**config.mk**
```make
export PLATFORM = sky130hd
export DESIGN_NAME = mips8_controller
export DESIGN_NICKNAME = d
export VERILOG_FILES = /design/src/rtl/mips8_controller.sv
export SDC_FILE = /design/constraint.sdc
export NUM_CORES = 1
export LEC_CHECK = 0
export ABC_CLOCK_PERIOD_IN_PS = 1450
export CAP_MARGIN = 20
export CORE_AREA = 2 2 39 41
export DETAILED_ROUTE_END_ITERATION = 10
export DIE_AREA = 0 0 41 43
export DONT_BUFFER_PORTS = 1
export PLACE_DENSITY = 0.73
export REMOVE_ABC_BUFFERS = 1
export SYNTH_ARGS = -nofsm -noshare
export SYNTH_HDL_FRONTEND = slang
export SYNTH_SLANG_ARGS = --single-unit
```
**constraint.sdc**
```tcl
create_clock -name clk -period 1.45 [get_ports clk]
set_input_delay 0.29 -clock clk [delete_from_list [all_inputs] [get_ports clk]]
set_output_delay 0.29 -clock clk [all_outputs]
set_load 0.03 [all_outputs]
```
**src/rtl/mips8_controller.sv**
```systemverilog
// mips8_controller: multicycle control FSM for the 8-bit MIPS datapath.
// Fetches the instruction one byte lane per cycle, then decodes and
// sequences the execute, memory and writeback steps. It also contains the
// ALU decoder that drives alucontrol.
// Optional feature: define CTRL_ADDI_EN to add the addi instruction
// (ADDIEX/ADDIWR states).
// ILLEGAL_TRAP=1 parks an illegal opcode in HALT until reset.
// Reset is asynchronous and active-low. While reset is low, every control
// output is also gated to 0 combinationally.
module mips8_controller #(
  parameter int unsigned STATE_W      = 4,
  parameter bit          ILLEGAL_TRAP = 1'b0
) (
  input  logic               clk,
  input  logic               reset,
  input  logic [5:0]         op,
  input  logic [5:0]         funct,
  input  logic               zero,
  output logic               memread,
  output logic               memwrite,
  output logic               alusrca,
  output logic [1:0]         alusrcb,
  output logic               memtoreg,
  output logic               regdst,
  output logic               iord,
  output logic               pcen,
  output logic               regwrite,
  output logic [1:0]         pcsrc,
  output logic [3:0]         irwrite,
  output logic [2:0]         alucontrol,
  output logic [STATE_W-1:0] state
);

  typedef enum logic [STATE_W-1:0] {
    FETCH1, FETCH2, FETCH3, FETCH4, DECODE, MEMADR, LBRD, LBWR,
    SBWR, RTYPEEX, RTYPEWR, BEQEX, JEX, ADDIEX, ADDIWR, HALT
  } state_t;

  localparam logic [5:0] OP_LB    = 6'b100000;
  localparam logic [5:0] OP_SB    = 6'b101000;
  localparam logic [5:0] OP_RTYPE = 6'b000000;
  localparam logic [5:0] OP_BEQ   = 6'b000100;
  localparam logic [5:0] OP_J     = 6'b000010;
`ifdef CTRL_ADDI_EN
  localparam logic [5:0] OP_ADDI  = 6'b001000;
`endif

  state_t cur, nxt;
  logic   pcwrite, branch;

  // State register.
  always_ff @(posedge clk or negedge reset) begin
    if (!reset) cur <= FETCH1;
    else        cur <= nxt;
  end

  // Next-state logic and control decode. Outputs are gated to 0 while reset is held.
  always_comb begin
    nxt        = FETCH1;
    memread    = 1'b0;
    memwrite   = 1'b0;
    alusrca    = 1'b0;
    alusrcb    = 2'b00;
    memtoreg   = 1'b0;
    regdst     = 1'b0;
    iord       = 1'b0;
    regwrite   = 1'b0;
    pcsrc      = 2'b00;
    irwrite    = 4'b0000;
    alucontrol = 3'b000;
    pcwrite    = 1'b0;
    branch     = 1'b0;
    pcen       = 1'b0;
    case (cur)
      FETCH1, FETCH2, FETCH3, FETCH4: begin
        memread    = 1'b1;
        alusrcb    = 2'b01;
        alucontrol = 3'b010;
        pcwrite    = 1'b1;
        case (cur)
          FETCH1:  begin irwrite = 4'b0001; nxt = FETCH2; end
          FETCH2:  begin irwrite = 4'b0010; nxt = FETCH3; end
          FETCH3:  begin irwrite = 4'b0100; nxt = FETCH4; end
          default: begin irwrite = 4'b1000; nxt = DECODE; end
        endcase
      end
      DECODE: begin
        alusrcb    = 2'b11;
        alucontrol = 3'b010;
        case (op)
          OP_LB, OP_SB: nxt = MEMADR;
          OP_RTYPE:     nxt = RTYPEEX;
          OP_BEQ:       nxt = BEQEX;
          OP_J:         nxt = JEX;
`ifdef CTRL_ADDI_EN
          OP_ADDI:      nxt = ADDIEX;
`endif
          default:      nxt = ILLEGAL_TRAP ? HALT : FETCH1;
        endcase
      end
      MEMADR: begin
        alusrca    = 1'b1;
        alusrcb    = 2'b10;
        alucontrol = 3'b010;
        nxt        = (op == OP_SB) ? SBWR : LBRD;
      end
      LBRD: begin
        memread = 1'b1;
        iord    = 1'b1;
        nxt     = LBWR;
      end
      LBWR: begin
        regwrite = 1'b1;
        memtoreg = 1'b1;
        nxt      = FETCH1;
      end
      SBWR: begin
        memwrite = 1'b1;
        iord     = 1'b1;
        nxt      = FETCH1;
      end
      RTYPEEX: begin
        alusrca = 1'b1;
        case (funct)
          6'b100010: alucontrol = 3'b110;
          6'b100100: alucontrol = 3'b000;
          6'b100101: alucontrol = 3'b001;
          6'b101010: alucontrol = 3'b111;
          default:   alucontrol = 3'b010;
        endcase
        nxt = RTYPEWR;
      end
      RTYPEWR: begin
        regwrite = 1'b1;
        regdst   = 1'b1;
        nxt      = FETCH1;
      end
      BEQEX: begin
        alusrca    = 1'b1;
        alucontrol = 3'b110;
        branch     = 1'b1;
        pcsrc      = 2'b01;
        nxt        = FETCH1;
      end
      JEX: begin
        pcwrite = 1'b1;
        pcsrc   = 2'b10;
        nxt     = FETCH1;
      end
`ifdef CTRL_ADDI_EN
      ADDIEX: begin
        alusrca    = 1'b1;
        alusrcb    = 2'b10;
        alucontrol = 3'b010;
        nxt        = ADDIWR;
      end
      ADDIWR: begin
        regwrite = 1'b1;
        nxt      = FETCH1;
      end
`endif
      HALT:    nxt = HALT;
      default: nxt = FETCH1;
    endcase
    pcen = pcwrite | (branch & zero);
    if (!reset) begin
      memread    = 1'b0;
      memwrite   = 1'b0;
      alusrca    = 1'b0;
      alusrcb    = 2'b00;
      memtoreg   = 1'b0;
      regdst     = 1'b0;
      iord       = 1'b0;
      regwrite   = 1'b0;
      pcsrc      = 2'b00;
      irwrite    = 4'b0000;
      alucontrol = 3'b000;
      pcen       = 1'b0;
    end
  end

  assign state = cur;

endmodule

```
# Word-level counts from Yosys, hierarchy flattened
# Cells that the tools add are included.
dict set report totals {
  reg_bits 4
  input_bits 15
}
dict set report op_classes {
  bitwise 2
  n_eq_ne 21
  mux 31
  n_reduce_logical 10
}
# cell count
set op_table {}
lappend op_table {{$eq A6 B6 Y1 const B} 6}
lappend op_table {{$eq A4 B4 Y1 const B} 6}
lappend op_table {{$pmux W4 S6} 1}
lappend op_table {{$pmux W3 S3} 2}
lappend op_table {{$mux W1} 17}
lappend op_table {{$eq A4 B3 Y1 const B} 4}
lappend op_table {{$pmux W4 S4} 1}
lappend op_table {{$mux W4} 3}
lappend op_table {{$pmux W3 S4} 1}
lappend op_table {{$pmux W4 S3} 1}
lappend op_table {{$reduce_or A5 Y1} 2}
lappend op_table {{$eq A4 B2 Y1 const B} 2}
lappend op_table {{$eq A6 B2 Y1 const B} 1}
lappend op_table {{$eq A6 B3 Y1 const B} 1}
lappend op_table {{$logic_not A6 Y1} 1}
lappend op_table {{$pmux W2 S3} 1}
lappend op_table {{$reduce_or A2 Y1} 3}
lappend op_table {{$reduce_or A6 Y1} 1}
lappend op_table {{$eq A4 B1 Y1 const B} 1}
lappend op_table {{$logic_not A4 Y1} 1}
lappend op_table {{$mux W2} 2}
lappend op_table {{$pmux W2 S2} 1}
lappend op_table {{$reduce_or A4 Y1} 1}
lappend op_table {{$mux W3} 1}
lappend op_table {{other kinds (3)} 3}

# Longest topological paths before layout
# Gate-level depths: netlist of run 1.
dict set report depth {
  ltp_word 5
  depth_mapped 5
  mapped_depth_nobuf 3
}

# Least setup slack after synthesis of run 1
# OpenSTA, ideal clock, no wires.
dict set report synth_timing {
  path_type {reg2out}
  from {register cur[2] (netlist: state[2])}
  to {output port alusrcb[1]}
  t_required_ps 1160
  path_stages_with_launch 4
  setup_slack_ps -456
  t_arrival_ps 1616
  cell_sequence {dfrtp_1 -> buf_6 -> buf_2 -> nor3b_1}
}
dict set report synth_between {
  elab_chain_len 4
  word_cells_on_any_way 9
  cone_classes {eq/ne (5); mux (2); reduce/logical (2)}
}
# item line
set synth_lines {}
lappend synth_lines {{start, declared} 48} ;# state_t cur, nxt;
lappend synth_lines {{start signal, assigned} 54} ;# else cur <= nxt;
lappend synth_lines {{$eq A4 B1 Y1, or another cell as far along} 74} ;# case (cur)
lappend synth_lines {{$reduce_or A4 Y1} 74}
lappend synth_lines {{$pmux W2 S3 *} 74}
lappend synth_lines {{$mux W2 *} 166} ;# if (!reset) begin
lappend synth_lines {{end, declared} 22} ;# output logic [1:0] alusrcb,
# Mark *: on every way between the ends. The rest lies on a longest branch, timed or not.

# Worst setup path in the final report of run 1
dict set report layout_timing {
  from {register cur[1] (netlist: state[1])}
  to {output port pcen}
}
dict set report layout_between {
  elab_chain_len 5
  word_cells_on_any_way 12
  cone_classes {eq/ne (5); mux (3); bitwise (2); reduce/logical (2)}
}
# item line
set layout_lines {}
lappend layout_lines {{$eq A4 B1 Y1, or another cell as far along} 74}
lappend layout_lines {{$reduce_or A5 Y1 (no source line) or $mux W1 (tied branches)} n/a}
lappend layout_lines {{$mux W1 or $and A1 B1 Y1 (tied branches)} {74, 165}}
lappend layout_lines {{$or A1 B1 Y1 *} 165} ;# pcen = pcwrite | (branch & zero);
lappend layout_lines {{$mux W1 *} 166}
lappend layout_lines {{end, declared} 26} ;# output logic pcen,
# Marked as above.

==> flow_metrics.py, run 1 <==
metrics = {
    "cells_and_area": {
        "final_area_mm2": 0.001170,
        "area_growth_syn_to_layout_pct": 81.20,
        "final_nets": 147,
        "drive_above_1_share": 0.5846,
        "layout_common_cells": "buf_4 (32), buf_6 (12), nor2_1 (10)",
        "antenna_cells": 0,
        "fillers": 88,
        "final_common_cell": "buf_4",
        "largest_reg_flops": 4,
    },
    "global_routing": {
        "overflow": 0,
        "grt_pass1_wl_um": 3470,
        "antenna_found_initial": 0,
        "grt_pass1_vias": 829,
        "track_usage": 0.2883,
        "grt_max_degree": 12,
    },
    "sta": {
        "skew_ps": 5.911,
        "fin_crit_ps": 1796,
        "fmax_mhz": 556.9,
        "tightest_slew_ps": 393.9,
        "timing.final.ws_setup_ps": -345.7,
        "drv_slew": 0,
        "grt_setup_unrepaired": "true",
        "setup_violations": 20,
        "maxSlewHeadroom": 0.7369,
        "hold_viol": 0,
        "fin_crit_sh": 1.238,
    },
    "yosys": {
        "synth_area_um2": 645.6,
        "synth_cells": 87,
        "yosysSeqAreaShare": 0.1550,
        "ys.flop_type": "dfrtp_1",
        "synth_edf_count": 0,
        "yosys_warnings": 0,
        "async_flop_share": 1.000,
        "ys_ff_latch": 4,
        "synth.distinct_cells": 42,
        "avgSynthCellArea_um2": 7.421,
    },
    "clocking": {
        "clkLatencyLatePin_ps": 250,
        "cts_max_level": 1,
        "clk_path_buf_depth": 2,
        "numCtsBuffers": 3,
        "cts.sinks": 4,
        "cts_tree": "yes",
        "cts-root-buf": "clkbuf_4",
        "clk_pin_slew_ps": 40,
    },
    "floorplanning": {
        "rows": 14,
        "core_area_mm2": 0.001384,
        "die_w_um": 41,
        "dieArea_mm2": 0.001763,
        "chipHeight_um": 43,
        "pin_count": 38,
        "initial_utilization": 0.4665,
    },
    "power": {
        "power-per-cell-area_mw_per_mm2": 1895,
        "p_leak_nw": 0.5197,
        "ir_worst_vdd_v": 0.001046,
    },
    "run_status": {
        "status": "finished with violations",
        "violations": "negative setup slack",
    },
    "detailed_routing": {
        "antenna_left": 0,
        "via_count": 836,
        "wl_per_cell_um": 16.90,
        "wirelength_um": 2467,
        "dr.first_iter.drc_count": 18,
        "first_pass_iters": 4,
        "avgViaCountPerCell": 5.726,
        "drcViolationCount": 0,
    },
    "run": {
        "cap_violations": 0,
    },
    "critical_path": {
        "crit_path_cell_trace": "buf_4 > nand3_1 > a21oi_1 > o21a_1 > buf_12",
        "cp.required_ps": 1160,
        "start_kind": "register",
        "crit_arrival_ps": 1510,
        "crit_type": "reg -> out",
        "slowest_delay_ps": 430,
        "critPathSlowestCell": "dfrtp_2",
        "critPathMaxFanout": 7,
        "worstSetupEndpointType": "output pin",
    },
    "place": {
        "place_hpwl_um": 1588,
        "dp_worst_setup_slack_ps": -141.9,
        "io_buffers": 0,
        "placed_area_um2": 927.1,
        "place_congestion": 0.7723,
    },
    "worst_hold_path": {
        "hp-class": "in -> reg",
    },
}
[kinds of logic (layout without fill, tap and decap cells)]
logic type      Yosys count  in the layout  share of synthesized area
compound gates           19             19                     0.2093
xor+xnor                  2              2                    0.02714
buf+inv                  10             53                    0.09108
flops                     4              4                     0.1550
mux                       3              3                    0.05039
simple gates             49             49                     0.4671
[power by group]
| part | internal [W] | total [W] | switching [W] | leakage (nW) |
|---|---|---|---|---|
| Sequential | 0.000167 | 0.000260 | 0.0000937 | 0.0464 |
| Combinational | 0.000891 | 0.00181 | 0.000916 | 0.460 |
| Clock | 0.0000933 | 0.000149 | 0.0000562 | 0.0138 |
| Total | 0.00115 | 0.00222 | 0.00107 | 0.520 |
[Yosys cell counts, drive strengths merged (2+ instances only)]
| library cell | count | share of area |
|---|---|---|
| nand4 | 3 | 0.029 |
| o21ai | 2 | 0.015 |
| buf | 8 | 0.079 |
| nand3 | 3 | 0.023 |
| nor3b | 6 | 0.078 |
| nand2 | 4 | 0.023 |
| inv | 2 | 0.012 |
| xnor2 | 2 | 0.027 |
| dfrtp | 4 | 0.16 |
| nor2 | 14 | 0.081 |
| nand2b | 6 | 0.070 |
| a21oi | 4 | 0.031 |
| mux2 | 2 | 0.035 |
| and3 | 4 | 0.039 |
[layer usage]
| layer | vias up | global-route usage | part of all wire | wire length, µm |
|---|---|---|---|---|
| met5 | - | 0 | 0 | 0 |
| met4 | 0 | 0.08000 | 0.028 | 68 |
| met3 | 7 | 0.04188 | 0.062 | 154 |
| met2 | 36 | 0.5594 | 0.57 | 1394 |
| met1 | 387 | 0.2834 | 0.34 | 850 |
| li1 | 406 | - | - | - |
[what timing repair did]
action                     4_1_cts  5_1_grt
hold endpoints to repair         4        0
setup endpoints to repair       20       21
pin swaps                        7        4
buffers inserted                 3        4
hold buffers                     1        0
gates resized for setup         30       10
[through the flow]
stage / total power (W) / cells / util / TNS [ps] / hold slack [ps]
floorplan: 0.001011 / 79 / - / -6186 / -5.591
global placement: 0.001570 / 135 / 0.6700 / -158.5 / -5.292
detailed placement: 0.001611 / 135 / 0.6700 / -559.4 / -5.226
CTS: 0.002008 / 142 / 0.7884 / -3922 / 250.4
global route: 0.002312 / 146 / 0.8454 / -5469 / 243.9
finish: 0.002217 / 146 / 0.8454 / -4739 / 232.9
[worst max-delay path: cells and delay by family, from the launching register on]
kind / cells / cell delay (ps)
compound gates: 2 / 410
flops: 1 / 430
simple gates: 1 / 100
buf+inv: 2 / 310
[layout make-up]
class                           count  area, µm²  area share
Sequential cell                     4      103.9     0.08877
Inverter                            2      7.507    0.006417
Clock buffer                        3      22.52     0.01925
Multi-Input combinational cell     73      590.6      0.5048
Timing Repair Buffer               48      425.4      0.3636
Tap cell                           16      20.02     0.01711
[worst paths after layout]
| path | slack (ps) | depth (start not counted) | start | to |
|---|---|---|---|---|
| worst max-delay path | -350 | 5 | state[1] | pcen |
| worst min-delay path | 230 | 2 | op[3] | state[3] |
| worst max register to register | -100 | 5 | state[2] | state[2] |
| worst min register to register | 770 | 3 | state[3] | state[3] |
| max in group asynchronous | 930 | 1 | reset | state[1] |
| min in group asynchronous | 320 | 1 | reset | state[3] |
No activity file was read; power rests on OpenSTA's default activity.
==> run 2: changes to the inputs <==
--- a/config.mk
+++ b/config.mk
@@ -7,12 +7,12 @@
 export LEC_CHECK = 0
 export ABC_CLOCK_PERIOD_IN_PS = 1450
 export CAP_MARGIN = 20
-export CORE_AREA = 2 2 39 41
+export CORE_AREA = 3 3 40 42
 export DETAILED_ROUTE_END_ITERATION = 10
-export DIE_AREA = 0 0 41 43
+export DIE_AREA = 0 0 43 45
 export DONT_BUFFER_PORTS = 1
 export PLACE_DENSITY = 0.73
-export REMOVE_ABC_BUFFERS = 1
+export SETUP_SLACK_MARGIN = 0.2
 export SYNTH_ARGS = -nofsm -noshare
 export SYNTH_HDL_FRONTEND = slang
 export SYNTH_SLANG_ARGS = --single-unit
==> run 2 against run 1 <==
Against the previous run:
- the flow still finishes with violations (negative setup slack)
- wire length up 49%
- clock power down 7%
- sequential power up 7%
- sequential cell count unchanged
- fmax down 2.5%
- cell count down 6.8%
- total power up 18%
- setup slack worse by 46 ps
- critical endpoint is now alusrca
==> flow_metrics.py, run 2 (synthesis results as in run 1) <==
metrics = {
    "clocking": {
        "cts-root-buf": "clkbuf_4",
        "numCtsBuffers": 3,
        "clk_pin_slew_ps": 40,
        "cts_tree": "yes",
        "cts.sinks": 4,
        "cts_max_level": 1,
        "clkLatencyLatePin_ps": 240,
        "clk_path_buf_depth": 2,
    },
    "sta": {
        "fin_crit_ps": 1842,
        "fin_crit_sh": 1.270,
        "maxSlewHeadroom": 0.7146,
        "drv_slew": 0,
        "skew_ps": 6.569,
        "holdWs_ps": 306.3,
        "setup_violations": 20,
        "timing.final.ws_setup_ps": -392.1,
        "fmax_mhz": 542.9,
        "grt_setup_unrepaired": "true",
        "tightest_slew_ps": 427.1,
        "setup_tns_ps": -4606,
        "hold_viol": 0,
    },
    "detailed_routing": {
        "first_pass_iters": 5,
        "drcViolationCount": 0,
        "wl_per_cell_um": 26.96,
        "antenna_left": 0,
        "avgViaCountPerCell": 7.419,
        "wirelength_um": 3667,
        "via_count": 1009,
        "dr.first_iter.drc_count": 62,
    },
    "critical_path": {
        "crit_arrival_ps": 1550,
        "startpoint": "state[2]",
        "path_depth": 5,
        "ff2ff_setup_slack_ps": -170,
        "r2r_cells": 6,
        "slowest_delay_ps": 410,
        "crit_family": "flip-flops",
        "critPathBufInv": 2,
        "critPathMaxFanout": 6,
        "rr_startpoint": "state[0]",
        "endpoint": "alusrca",
        "critPathSlowestCell": "dfrtp_2",
        "start_kind": "register",
        "r2r-end": "state[2]",
        "worstSetupEndpointType": "output pin",
        "crit_type": "reg -> out",
        "cp.required_ps": 1160,
        "crit_path_cell_trace": "buf_4 > nand2b_4 > buf_6 > o21ai_0 > and3_4",
    },
    "run": {
        "cap_violations": 0,
    },
    "run_status": {
        "violations": "negative setup slack",
        "status": "finished with violations",
    },
    "global_routing": {
        "track_usage": 0.2651,
        "antenna_found_initial": 0,
        "overflow": 0,
        "grt_pass1_wl_um": 3939,
        "grt_max_degree": 14,
        "grt_pass1_vias": 864,
    },
    "floorplanning": {
        "initial_utilization": 0.5024,
        "pin_count": 38,
        "dieArea_mm2": 0.001935,
        "rows": 13,
        "chipHeight_um": 45,
        "core_area_mm2": 0.001285,
        "die_w_um": 43,
    },
    "yosys": {
        "synth_nets": 102,
    },
    "cells_and_area": {
        "area_growth_syn_to_layout_pct": 92.83,
        "largest_reg_flops": 4,
        "layout.cells.non_filler": 136,
        "drive_above_1_share": 0.7190,
        "fillers": 24,
        "final_common_cell": "buf_4",
        "antenna_cells": 0,
        "layout_common_cells": "buf_4 (19), buf_6 (18), nor2_4 (7)",
        "final_nets": 138,
    },
    "power": {
        "power.total_w": 0.002606,
        "ir_worst_vdd_v": 0.001752,
        "power-per-cell-area_mw_per_mm2": 2093,
        "p_leak_nw": 0.4970,
    },
    "place": {
        "place_hpwl_um": 1513,
        "io_buffers": 0,
        "place_congestion": 0.8600,
        "dp_worst_setup_slack_ps": -55.83,
        "placedCellCount": 121,
    },
    "worst_hold_path": {
        "hp-class": "in -> reg",
    },
}
[run 2: cell types whose count changed in the layout (fill, tap and decap cells not counted), moves of 2 or more]
cell,change
buf_4,-13
nor2_2,+2
buf_6,+6
and3_1,-4
and3_4,+4
nor2_4,+4
nor2_1,-6
[run 2: worst min-delay path by stage]
stage,startpoint,slack (ps),depth (start not counted),end
2_1_floorplan,reset,-6,0,state[0]
3_5_place_dp,reset,-5,0,state[0]
6_report,op[3],310,2,state[3]
5_1_grt,op[3],290,2,state[3]
4_1_cts,op[3],270,2,state[3]
3_3_place_gp,reset,-5,0,state[1]
[run 2: routing by layer]
layer	vias up	share of wire	track usage
met1	444	0.32	0.3073
met4	0	0.092	0.1145
met3	50	0.11	0.03187
met5	-	0	0
li1	391	-	-
met2	124	0.48	0.4910
[run 2: metrics by stage]
stage          utilization  area [µm²]
2_1_floorplan            -       773.2
3_3_place_gp        0.7215       927.1
3_5_place_dp        0.7215       927.1
4_1_cts             0.8510        1094
5_1_grt             0.9688        1245
6_report            0.9688        1245
[run 2: final cells by class]
class                   count  area (µm²)  share of cell area
inverters                   2       7.507            0.006030
multi-input cells          73       715.7              0.5749
clock buffers               3       22.52             0.01809
well taps                  15       18.77             0.01508
repair buffers             39       375.4              0.3015
flip-flops and latches      4       105.1             0.08442
[run 2: repair_timing]
action / 4_1_cts / 5_1_grt
endpoints found under the setup margin: 23 / 25
pin swaps: 9 / 9
hold endpoints to repair: 4 / 0
buffers inserted: 6 / 5
gates resized for setup: 21 / 24
hold buffers: 1 / 0
[run 2: power breakdown]
| group | internal [W] | switching [W] | total (W) | leakage, nW |
|---|---|---|---|---|
| Sequential | 0.000166 | 0.000113 | 0.000279 | 0.0448 |
| Clock | 0.0000927 | 0.0000467 | 0.000139 | 0.0138 |
| Combinational | 0.00104 | 0.00115 | 0.00219 | 0.438 |
| Total | 0.00129 | 0.00131 | 0.00261 | 0.497 |
==> run 3: changes to the inputs <==
--- a/config.mk
+++ b/config.mk
@@ -12,7 +12,7 @@
 export DIE_AREA = 0 0 43 45
 export DONT_BUFFER_PORTS = 1
 export PLACE_DENSITY = 0.73
-export SETUP_SLACK_MARGIN = 0.2
 export SYNTH_ARGS = -nofsm -noshare
 export SYNTH_HDL_FRONTEND = slang
 export SYNTH_SLANG_ARGS = --single-unit
+export TNS_END_PERCENT = 20
==> run 3 against run 2 <==
Against the previous run:
- the flow still finishes with violations (negative setup slack)
- non-clock buffer count fell by 1
- global-route usage fell by 0.92 points
- first-iteration DRC count fell by 68%
- sequential share of layout area rose by 0.95 points
- cell count did not move
- die area did not move
- worst hold slack got worse by 48 ps
- largest power group unchanged
- highest routed layer unchanged
==> flow_metrics.py, run 3 (synthesis results as in run 1) <==
metrics = {
    "run_status": {
        "status": "finished with violations",
        "violations": "negative setup slack",
    },
    "global_routing": {
        "overflow": 0,
        "grt_pass1_vias": 852,
        "grt_pass1_wl_um": 3726,
        "grt_max_degree": 12,
        "track_usage": 0.2559,
        "antenna_found_initial": 0,
    },
    "detailed_routing": {
        "wl_met1_um": 839,
        "met3_length_um": 168,
        "wl_met2_um": 1317,
        "dr.first_iter.drc_count": 20,
        "avgViaCountPerCell": 6.103,
        "first_pass_iters": 5,
        "wl_per_cell_um": 17.39,
        "topRoutingLayerUsed": "met4",
        "drcViolationCount": 0,
        "via_count": 830,
        "antenna_left": 0,
        "wirelength_um": 2365,
    },
    "cells_and_area": {
        "largest_reg_flops": 4,
        "fin_util": 0.8705,
        "final_common_cell": "buf_4",
        "area_growth_syn_to_layout_pct": 73.26,
        "final_area_mm2": 0.001119,
        "final_nets": 137,
        "drive_above_1_share": 0.6116,
        "layout_common_cells": "buf_4 (23), buf_6 (12), nor2_1 (6), nor2_2 (6)",
        "antenna_cells": 0,
    },
    "critical_path": {
        "cp.required_ps": 1160,
        "crit_arrival_ps": 1440,
        "critPathMaxFanout": 6,
        "r2r_cells": 5,
        "crit_type": "reg -> out",
        "worstSetupEndpointType": "output pin",
        "start_kind": "register",
    },
    "run": {
        "cap_violations": 0,
    },
    "place": {
        "placed_area_um2": 959.7,
        "dp_worst_setup_slack_ps": -37.54,
        "io_buffers": 0,
        "place_hpwl_um": 1665,
        "place_congestion": 0.8188,
    },
    "floorplanning": {
        "initial_utilization": 0.5024,
        "core_area_mm2": 0.001285,
        "die_w_um": 43,
        "chipHeight_um": 45,
        "rows": 13,
        "pin_count": 38,
        "dieArea_mm2": 0.001935,
    },
    "clocking": {
        "numCtsBuffers": 3,
        "cts-root-buf": "clkbuf_4",
        "cts_max_level": 1,
        "cts_tree": "yes",
        "clkLatencyLatePin_ps": 240,
        "clk_path_buf_depth": 2,
        "cts.sinks": 4,
        "clk_pin_slew_ps": 40,
    },
    "sta": {
        "setup_violations": 21,
        "maxSlewHeadroom": 0.7592,
        "tightest_slew_ps": 359.2,
        "setup_tns_ps": -3543,
        "skew_ps": 2.668,
        "fmax_mhz": 578.9,
        "drv_slew": 0,
        "fin_crit_ps": 1727,
        "fin_crit_sh": 1.191,
        "timing.final.ws_setup_ps": -277.4,
        "hold_viol": 0,
        "grt_setup_unrepaired": "true",
    },
    "worst_hold_path": {
        "hold_path_depth": 2,
        "hp-class": "in -> reg",
    },
    "yosys": {
        "synth_nets": 102,
    },
    "power": {
        "p_leak_nw": 0.4879,
        "power-per-cell-area_mw_per_mm2": 1846,
        "ir_worst_vdd_v": 0.001342,
    },
}
==> run 3: cell count changes in the layout (fill, tap and decap cells not counted), sizes merged <==
| cell | previous run | this run |
|---|---|---|
| buf | 38 | 37 |
| clkbuf | 3 | 4 |
==> run 3: power by group <==
part	switching (W)	internal, W	total [W]
sequential	0.000108	0.000167	0.000275
combinational	0.000846	0.000785	0.00163
clock	0.0000552	0.000104	0.000159
==> run 3: layout make-up <==
| cell class | instances | area [µm²] |
|---|---|---|
| multi-input cells | 73 | 603.1 |
| repair buffers | 38 | 357.8 |
| fillers | 70 | 166.4 |
| flip-flops and latches | 4 | 105.1 |
| clock buffers | 4 | 26.28 |
| well taps | 15 | 18.77 |
| inverters | 2 | 7.507 |
==> run 3: worst max-delay path, cell delays in order (launching register included) <==
cell and delay (ps):
dfrtp_2 430, nand2b_4 150, mux2_4 280, nor3b_4 180
buf_6 150
==> run 3: repair_timing <==
item                                    CTS  global route
endpoints found under the setup margin   19            22
resized for setup                        24             5
hold buffers                              1             0
pin swaps                                 7             2
hold endpoints to repair                  4             0
buffers inserted                          2             0
==> run 3: per-stage QoR <==
stage,hold WS (ps),total power (W),instances
floorplan,-5.591,0.001204,87
finish,257.9,0.002065,136
global placement,-5.321,0.001621,129
global route,248.2,0.002194,136
CTS,227.7,0.002021,136
detailed placement,-5.265,0.001657,129
==> run 3: worst paths after layout <==
| kind | slack (ps) | from | end |
|---|---|---|---|
| min in group asynchronous | 320 | reset | state[2] |
| max in group asynchronous | 940 | reset | state[3] |
| hold / removal | 260 | op[2] | state[1] |
| setup reg to reg | -40 | state[1] | state[3] |
| hold reg to reg | 720 | state[3] | state[0] |
| setup / recovery | -280 | state[2] | iord |
==> run 3: per-layer routing <==
layer  vias up  global-route usage
met4         0              0.1566
met5         -                   0
met3         6             0.03586
li1        392                   -
met1       382              0.2780
met2        50              0.4701
